==> config.mk <==
export PLATFORM = sky130hd
export DESIGN_NAME = wb_rr_arbiter_flat
export DESIGN_NICKNAME = d
export VERILOG_FILES = /design/src/rtl/wb_rr_arbiter_if.sv /design/src/rtl/wb_rr_arbiter.sv /design/src/flat_wrapper.sv
export SDC_FILE = /design/constraint.sdc
export NUM_CORES = 1
export LEC_CHECK = 0
export ABC_AREA = 1
export ABC_CLOCK_PERIOD_IN_PS = 2500
export CAP_MARGIN = 20
export CORE_AREA = 5 5 107 109
export CTS_CLUSTER_DIAMETER = 80
export CTS_CLUSTER_SIZE = 12
export DETAILED_ROUTE_END_ITERATION = 10
export DIE_AREA = 0 0 112 114
export PLACE_DENSITY = 0.73
export SYNTH_ARGS = -nofsm -noshare
export SYNTH_HDL_FRONTEND = slang
export SYNTH_SLANG_ARGS = --single-unit
==> constraint.sdc <==
create_clock -name clk_i -period 2.5 [get_ports clk_i]
set_input_delay 0.75 -clock clk_i [delete_from_list [all_inputs] [get_ports clk_i]]
set_output_delay 0.75 -clock clk_i [all_outputs]
set_load 0.005 [all_outputs]
==> src/rtl/wb_rr_arbiter_if.sv <==
// Wishbone bus bundle between NUM_MASTERS masters, the round-robin arbiter and one slave.
// The slave modport is the arbiter's view; the master modport is the surrounding system's view.
interface wb_rr_arbiter_if #(
  parameter int DATA_WIDTH  = 32,
  parameter int ADDR_WIDTH  = 32,
  parameter int NUM_MASTERS = 2
);
  localparam int GW = $clog2(NUM_MASTERS);
  localparam int SW = DATA_WIDTH / 8;

  logic [NUM_MASTERS-1:0]            m_cyc_i;
  logic [NUM_MASTERS-1:0]            m_stb_i;
  logic [NUM_MASTERS-1:0]            m_we_i;
  logic [NUM_MASTERS*ADDR_WIDTH-1:0] m_adr_i;
  logic [NUM_MASTERS*DATA_WIDTH-1:0] m_dat_i;
  logic [NUM_MASTERS*SW-1:0]         m_sel_i;
  logic [NUM_MASTERS-1:0]            m_ack_o;
  logic [DATA_WIDTH-1:0]             m_dat_o;

  logic                              s_cyc_o;
  logic                              s_stb_o;
  logic                              s_we_o;
  logic [ADDR_WIDTH-1:0]             s_adr_o;
  logic [DATA_WIDTH-1:0]             s_dat_o;
  logic [SW-1:0]                     s_sel_o;
  logic                              s_ack_i;
  logic [DATA_WIDTH-1:0]             s_dat_i;

  logic                              grant_valid_o;
  logic [GW-1:0]                     grant_idx_o;

  modport slave (
    input  m_cyc_i, m_stb_i, m_we_i, m_adr_i, m_dat_i, m_sel_i, s_ack_i, s_dat_i,
    output m_ack_o, m_dat_o, s_cyc_o, s_stb_o, s_we_o, s_adr_o, s_dat_o, s_sel_o,
    output grant_valid_o, grant_idx_o
  );

  modport master (
    output m_cyc_i, m_stb_i, m_we_i, m_adr_i, m_dat_i, m_sel_i, s_ack_i, s_dat_i,
    input  m_ack_o, m_dat_o, s_cyc_o, s_stb_o, s_we_o, s_adr_o, s_dat_o, s_sel_o,
    input  grant_valid_o, grant_idx_o
  );
endinterface

==> src/rtl/wb_rr_arbiter.sv <==
// Wishbone classic round-robin arbiter: one owner at a time, bus locked while the owner holds cyc,
// and a direct hand-over to the next requester at release.
module wb_rr_arbiter #(
  parameter int DATA_WIDTH  = 32,
  parameter int ADDR_WIDTH  = 32,
  parameter int NUM_MASTERS = 2
) (
  input logic            clk_i,
  input logic            rst_i,
  wb_rr_arbiter_if.slave bus
);
  localparam int GW = $clog2(NUM_MASTERS);
  localparam int SW = DATA_WIDTH / 8;
  localparam logic [GW-1:0] LAST_RST = GW'(NUM_MASTERS - 1);

  typedef enum logic {IDLE, BUSY} state_t;

  state_t        state, state_next;
  logic [GW-1:0] grant_idx, grant_next;
  logic [GW-1:0] last_ptr, last_next;
  logic [GW-1:0] rr_winner, cand;
  logic          rr_found;
  logic          grant_valid;

  logic [ADDR_WIDTH-1:0] adr_arr [NUM_MASTERS];
  logic [DATA_WIDTH-1:0] dat_arr [NUM_MASTERS];
  logic [SW-1:0]         sel_arr [NUM_MASTERS];

  for (genvar i = 0; i < NUM_MASTERS; i++) begin : g_unpack
    assign adr_arr[i] = bus.m_adr_i[i*ADDR_WIDTH +: ADDR_WIDTH];
    assign dat_arr[i] = bus.m_dat_i[i*DATA_WIDTH +: DATA_WIDTH];
    assign sel_arr[i] = bus.m_sel_i[i*SW +: SW];
  end

  // Search starts one past the last winner; the releasing owner drops out because its cyc is low.
  always_comb begin
    rr_found  = 1'b0;
    rr_winner = '0;
    cand      = '0;
    for (int k = 1; k <= NUM_MASTERS; k++) begin
      cand = GW'((int'(last_ptr) + k) % NUM_MASTERS);
      if (!rr_found && bus.m_cyc_i[cand]) begin
        rr_found  = 1'b1;
        rr_winner = cand;
      end
    end
  end

  always_ff @(posedge clk_i or posedge rst_i) begin
    if (rst_i) begin
      state     <= IDLE;
      grant_idx <= '0;
      last_ptr  <= LAST_RST;
    end else begin
      state     <= state_next;
      grant_idx <= grant_next;
      last_ptr  <= last_next;
    end
  end

  always_comb begin
    state_next = state;
    grant_next = grant_idx;
    last_next  = last_ptr;
    case (state)
      IDLE: begin
        if (rr_found) begin
          state_next = BUSY;
          grant_next = rr_winner;
          last_next  = rr_winner;
        end
      end
      BUSY: begin
        if (!bus.m_cyc_i[grant_idx]) begin
          if (rr_found) begin
            grant_next = rr_winner;
            last_next  = rr_winner;
          end else begin
            state_next = IDLE;
          end
        end
      end
    endcase
  end

  assign grant_valid       = (state == BUSY);
  assign bus.grant_valid_o = grant_valid;
  assign bus.grant_idx_o   = grant_idx;
  assign bus.m_dat_o       = bus.s_dat_i;

  // Everything seen by the slave is forced to zero while nobody owns the bus.
  always_comb begin
    bus.s_cyc_o = 1'b0;
    bus.s_stb_o = 1'b0;
    bus.s_we_o  = 1'b0;
    bus.s_adr_o = '0;
    bus.s_dat_o = '0;
    bus.s_sel_o = '0;
    bus.m_ack_o = '0;
    if (grant_valid) begin
      bus.s_cyc_o            = bus.m_cyc_i[grant_idx];
      bus.s_stb_o            = bus.m_stb_i[grant_idx];
      bus.s_we_o             = bus.m_we_i[grant_idx];
      bus.s_adr_o            = adr_arr[grant_idx];
      bus.s_dat_o            = dat_arr[grant_idx];
      bus.s_sel_o            = sel_arr[grant_idx];
      bus.m_ack_o[grant_idx] = bus.s_ack_i;
    end
  end
endmodule

==> src/flat_wrapper.sv <==
// flat-port wrapper written by rule: the top's interface ports become plain ports
module wb_rr_arbiter_flat 
#(
  parameter int DATA_WIDTH  = 32,
  parameter int ADDR_WIDTH  = 32,
  parameter int NUM_MASTERS = 2
)
  (clk_i, rst_i, bus_m_cyc_i, bus_m_stb_i, bus_m_we_i, bus_m_adr_i, bus_m_dat_i, bus_m_sel_i, bus_s_ack_i, bus_s_dat_i, bus_m_ack_o, bus_m_dat_o, bus_s_cyc_o, bus_s_stb_o, bus_s_we_o, bus_s_adr_o, bus_s_dat_o, bus_s_sel_o, bus_grant_valid_o, bus_grant_idx_o);
  wb_rr_arbiter_if #(.DATA_WIDTH(DATA_WIDTH), .ADDR_WIDTH(ADDR_WIDTH), .NUM_MASTERS(NUM_MASTERS)) bus_i ();
  input logic clk_i;
  input logic rst_i;
  input wire logic [$bits(bus_i.m_cyc_i)-1:0] bus_m_cyc_i;
  input wire logic [$bits(bus_i.m_stb_i)-1:0] bus_m_stb_i;
  input wire logic [$bits(bus_i.m_we_i)-1:0] bus_m_we_i;
  input wire logic [$bits(bus_i.m_adr_i)-1:0] bus_m_adr_i;
  input wire logic [$bits(bus_i.m_dat_i)-1:0] bus_m_dat_i;
  input wire logic [$bits(bus_i.m_sel_i)-1:0] bus_m_sel_i;
  input wire logic [$bits(bus_i.s_ack_i)-1:0] bus_s_ack_i;
  input wire logic [$bits(bus_i.s_dat_i)-1:0] bus_s_dat_i;
  output wire logic [$bits(bus_i.m_ack_o)-1:0] bus_m_ack_o;
  output wire logic [$bits(bus_i.m_dat_o)-1:0] bus_m_dat_o;
  output wire logic [$bits(bus_i.s_cyc_o)-1:0] bus_s_cyc_o;
  output wire logic [$bits(bus_i.s_stb_o)-1:0] bus_s_stb_o;
  output wire logic [$bits(bus_i.s_we_o)-1:0] bus_s_we_o;
  output wire logic [$bits(bus_i.s_adr_o)-1:0] bus_s_adr_o;
  output wire logic [$bits(bus_i.s_dat_o)-1:0] bus_s_dat_o;
  output wire logic [$bits(bus_i.s_sel_o)-1:0] bus_s_sel_o;
  output wire logic [$bits(bus_i.grant_valid_o)-1:0] bus_grant_valid_o;
  output wire logic [$bits(bus_i.grant_idx_o)-1:0] bus_grant_idx_o;
  assign bus_i.m_cyc_i = bus_m_cyc_i;
  assign bus_i.m_stb_i = bus_m_stb_i;
  assign bus_i.m_we_i = bus_m_we_i;
  assign bus_i.m_adr_i = bus_m_adr_i;
  assign bus_i.m_dat_i = bus_m_dat_i;
  assign bus_i.m_sel_i = bus_m_sel_i;
  assign bus_i.s_ack_i = bus_s_ack_i;
  assign bus_i.s_dat_i = bus_s_dat_i;
  assign bus_m_ack_o = bus_i.m_ack_o;
  assign bus_m_dat_o = bus_i.m_dat_o;
  assign bus_s_cyc_o = bus_i.s_cyc_o;
  assign bus_s_stb_o = bus_i.s_stb_o;
  assign bus_s_we_o = bus_i.s_we_o;
  assign bus_s_adr_o = bus_i.s_adr_o;
  assign bus_s_dat_o = bus_i.s_dat_o;
  assign bus_s_sel_o = bus_i.s_sel_o;
  assign bus_grant_valid_o = bus_i.grant_valid_o;
  assign bus_grant_idx_o = bus_i.grant_idx_o;
  wb_rr_arbiter #(.DATA_WIDTH(DATA_WIDTH), .ADDR_WIDTH(ADDR_WIDTH), .NUM_MASTERS(NUM_MASTERS)) u_core (.clk_i(clk_i), .rst_i(rst_i), .bus(bus_i));
endmodule
==> summary.md <==
| Metric | Value |
|---|---|
| Sequential cell area fraction in the yosys report | 3.78% |
| Pin count of the biggest net entering global routing | 75 |
| Worst vdd ir | 0.618 mV |
| Pre-antenna DRT Iters | 4 |
| CP cell instances | clkdlybuf4s50_1 > nand3_1 > nand2_1 > dlygate4sd2_1 |
| Leak | 1.98 nW |
| Initial Util | 19.2% |
| Syn. warnings | 0 |
| CTS Buf Count | 3 |
| CTS max path bufs | 2 |
| Area leader, netlist | nand3_2 |
| Largest family of logic cells by synthesized area | simple AND/OR/NAND/NOR gates |
| Reg clk slew, reported paths | 0.03 ns |
| Final WS setup | between 0.09 and 0.1 ns |
| Synthesized flop and latch total | 3 |
| Simple-Gate Fraction of Synth Area | 68.9% |
| Root buffer cell | clkbuf_8 |
| Pre-CTS setup slack | -0.276 ns |
| Filler cells | 1,110 |
| Slew Viols, Final | 0 |
| Clock Sinks | 3 |
| Synthesized cell area | slightly above 2000 um2 |
| H-tree depth | 1 |
| Max Cap Viol | 0 |
| Gr usage total | 12.1% |
| CP arrival | 1.65 ns |
| Synth cell types | 14 |
| R2R Setup Slk | approximately 1.3 ns |
| Synth top area cells | nand3_2, nand3_1, nand2_1 |
| Iter 0 DRT Violations | 191 |
| Share of cells above drive strength 1 | between 20% and 30% |
| Max Freq | roughly 420 MHz |
| Synth Area in XOR/XNOR | 0% |
| First-pass GRT wire length | 13,000 um |
| GPL Wtd Cong | about 0.83 |
| Post-synthesis adder-cell area fraction | 0% |
| Critical path class | in -> out |
| Tightest Hold Check Type | reg -> reg |
| Post-CTS setup buffers | 0 |
| CP Max Fanout | 1 |
| Hpwl dp | 6920 um |
| Worst-Skew Late Latency | between 0.2 and 0.25 ns |
| Post-synth top area share | around a third |
| Die area | 12,800 um2 |
| Min cycle time layout | 2.40 ns |
| Skew final | 0.00247 ns |
| Ant. Diodes | 0 |
| Per-cell routed wire length | between 10 and 15 um |
| Final worst-path cycle share | 96.0% |
| Io pins | 284 |
| Vias in the first global route | approximately 2,700 |
| Worst endpoint required time | 1.75 ns |
| Cell Pwr Density | 685 nW/um2 |
| Final WL | 8350 um |
| Mapped Nets | 476 |
| CTS tree | done |
| DRC | 0 |
| Worst path top cell family by delay | buffers and inverters |
| Die X | approximately 110 um |
| Critical path startpoint category | input port |
| Count of final setup violators | 0 |
| Syn Inst Count | about 300 |
| Number of cell rows | 38 |
| Fin cells | 616 |
| Mux cell area share after synthesis | 0% |
| Setup TNS | 0 ns |
| Placed cell area | 4080 um2 |
| CP max stage cell | clkdlybuf4s50_1 |
| Compound-Gate Fraction of Synth Area | 0% |
| Die height | 114 um |
| Final hold viol count | 0 |
| Buf+Inv Stages, Crit Path | 2 |
| Post-DR vias/cell | between 4 and 5 |
| Worst-margin pin slew | 0.361 ns |
| Total grt overflow | 0 |
| Unrepaired setup endpoints after global routing | false |
| Final #Nets | 654 |
| Port bufs | about 220 |
| CP max stage delay | 0.48 ns |
| Run status | completed |
| Routed Antenna Nets | 0 |
| Slew headroom | 75.9% |
| CORE AREA | 10,500 um2 |
| Worst setup EP type | output port |
| Area Overhead vs Synth | 99.1% |
| Fin area | 4020 um2 |
| Mean area per synthesized cell | 6.76 um2 |
| Placed cells | 612 |
| Vias after detailed routing | 2,661 |
| Initial antenna violation count | 0 |
==> sequential cells by signal, summed over array words and instances, names as in the netlist <==
signal and count:
u_core.bus.grant_idx_o 1, u_core.bus.grant_valid_o 1, u_core.last_ptr 1
==> timing repair <==
item                                    CTS  global route
hold buffers                              0             0
endpoints found under the setup margin   73             1
resized for setup                        80             1
pin swaps                                 1             1
==> power breakdown <==
| part | switching [mW] | leakage (nW) | total (mW) | internal (mW) |
|---|---|---|---|---|
| logic | 1.28 | 1.93 | 2.51 | 1.23 |
| clock network | 0.0316 | 0.0228 | 0.140 | 0.109 |
| registers | 0.0228 | 0.0315 | 0.102 | 0.0795 |
==> layout make-up <==
cell class	count	area [um2]	area share [%]
Timing Repair Buffer	236	2300	57.3
Multi-Input combinational cell	227	1390	34.6
Tap cell	140	175	4.35
Sequential cell	3	81.3	2.02
Clock buffer	4	45.0	1.12
Inverter	6	23.8	0.591
==> path summary, 6_finish.rpt <==
kind,startpoint,endpoint,cells past startpoint
worst max-delay path,bus_m_sel_i[4],bus_s_sel_o[0],4
worst min-delay path,u_core.last_ptr$_DFFE_PP1P_,u_core.last_ptr$_DFFE_PP1P_,2
worst max register to register,u_core.bus.grant_idx_o$_DFFE_PP0P_,u_core.bus.grant_idx_o$_DFFE_PP0P_,6
worst min register to register,u_core.last_ptr$_DFFE_PP1P_,u_core.last_ptr$_DFFE_PP1P_,2
max in group asynchronous,rst_i,u_core.last_ptr$_DFFE_PP1P_,2
min in group asynchronous,rst_i,u_core.bus.grant_valid_o$_DFF_PP0_,2
==> cells in the mapped netlist (all sizes together) <==
library cell	number
dfstp	1
nor2	2
nand3	142
dfrtp	2
buf	63
inv	6
nand2	83
==> cell usage in the layout, fill, tap and decap left out <==
master / instances
nand2_4: 2
buf_4: 10
inv_1: 5
clkdlybuf4s50_1: 140
dfrtp_4: 1
nor2_2: 2
clkbuf_1: 1
clkinv_2: 1
clkbuf_8: 3
nand2_1: 80
buf_12: 7
dfstp_2: 1
dfrtp_2: 1
dlygate4sd2_1: 78
clkbuf_2: 1
nand2_2: 1
nand3_2: 68
nand3_1: 74
==> metal layers <==
| metal | up-vias | global-route usage, % | wire length [um] |
|---|---|---|---|
| met4 | 0 | 1.60 | 51 |
| met2 | 147 | 22.5 | 4330 |
| li1 | 1323 | - | - |
| met5 | - | 0 | 0 |
| met3 | 10 | 4.62 | 841 |
| met1 | 1181 | 13.4 | 3120 |
==> metrics by stage <==
stage	hold slack [ns]	utilization [%]	total power, mW
6_report	0.474	38.3	2.76
5_1_grt	0.485	38.3	3.03
4_1_cts	0.472	38.3	2.81
3_5_place_dp	0.467	38.8	3.02
3_3_place_gp	0.456	38.8	2.97
2_1_floorplan	0.449	-	1.56
==> worst reg2reg max path, cell delays in order (launching register included) <==
cell and delay [ns]:
dfrtp_2 0.38, buf_12 0.27, nand2_1 0.10, nand2_1 0.08, nand2_2 0.07, nand3_1 0.10
nand2_1 0.06
==> cell families (layout without fill, tap and decap cells) <==
logic type | after synthesis | count (layout)
buffers and inverters | 69 | 246
flip-flops | 3 | 3
AND/OR/NAND/NOR | 227 | 227
Power figures use the tool's default switching activity.
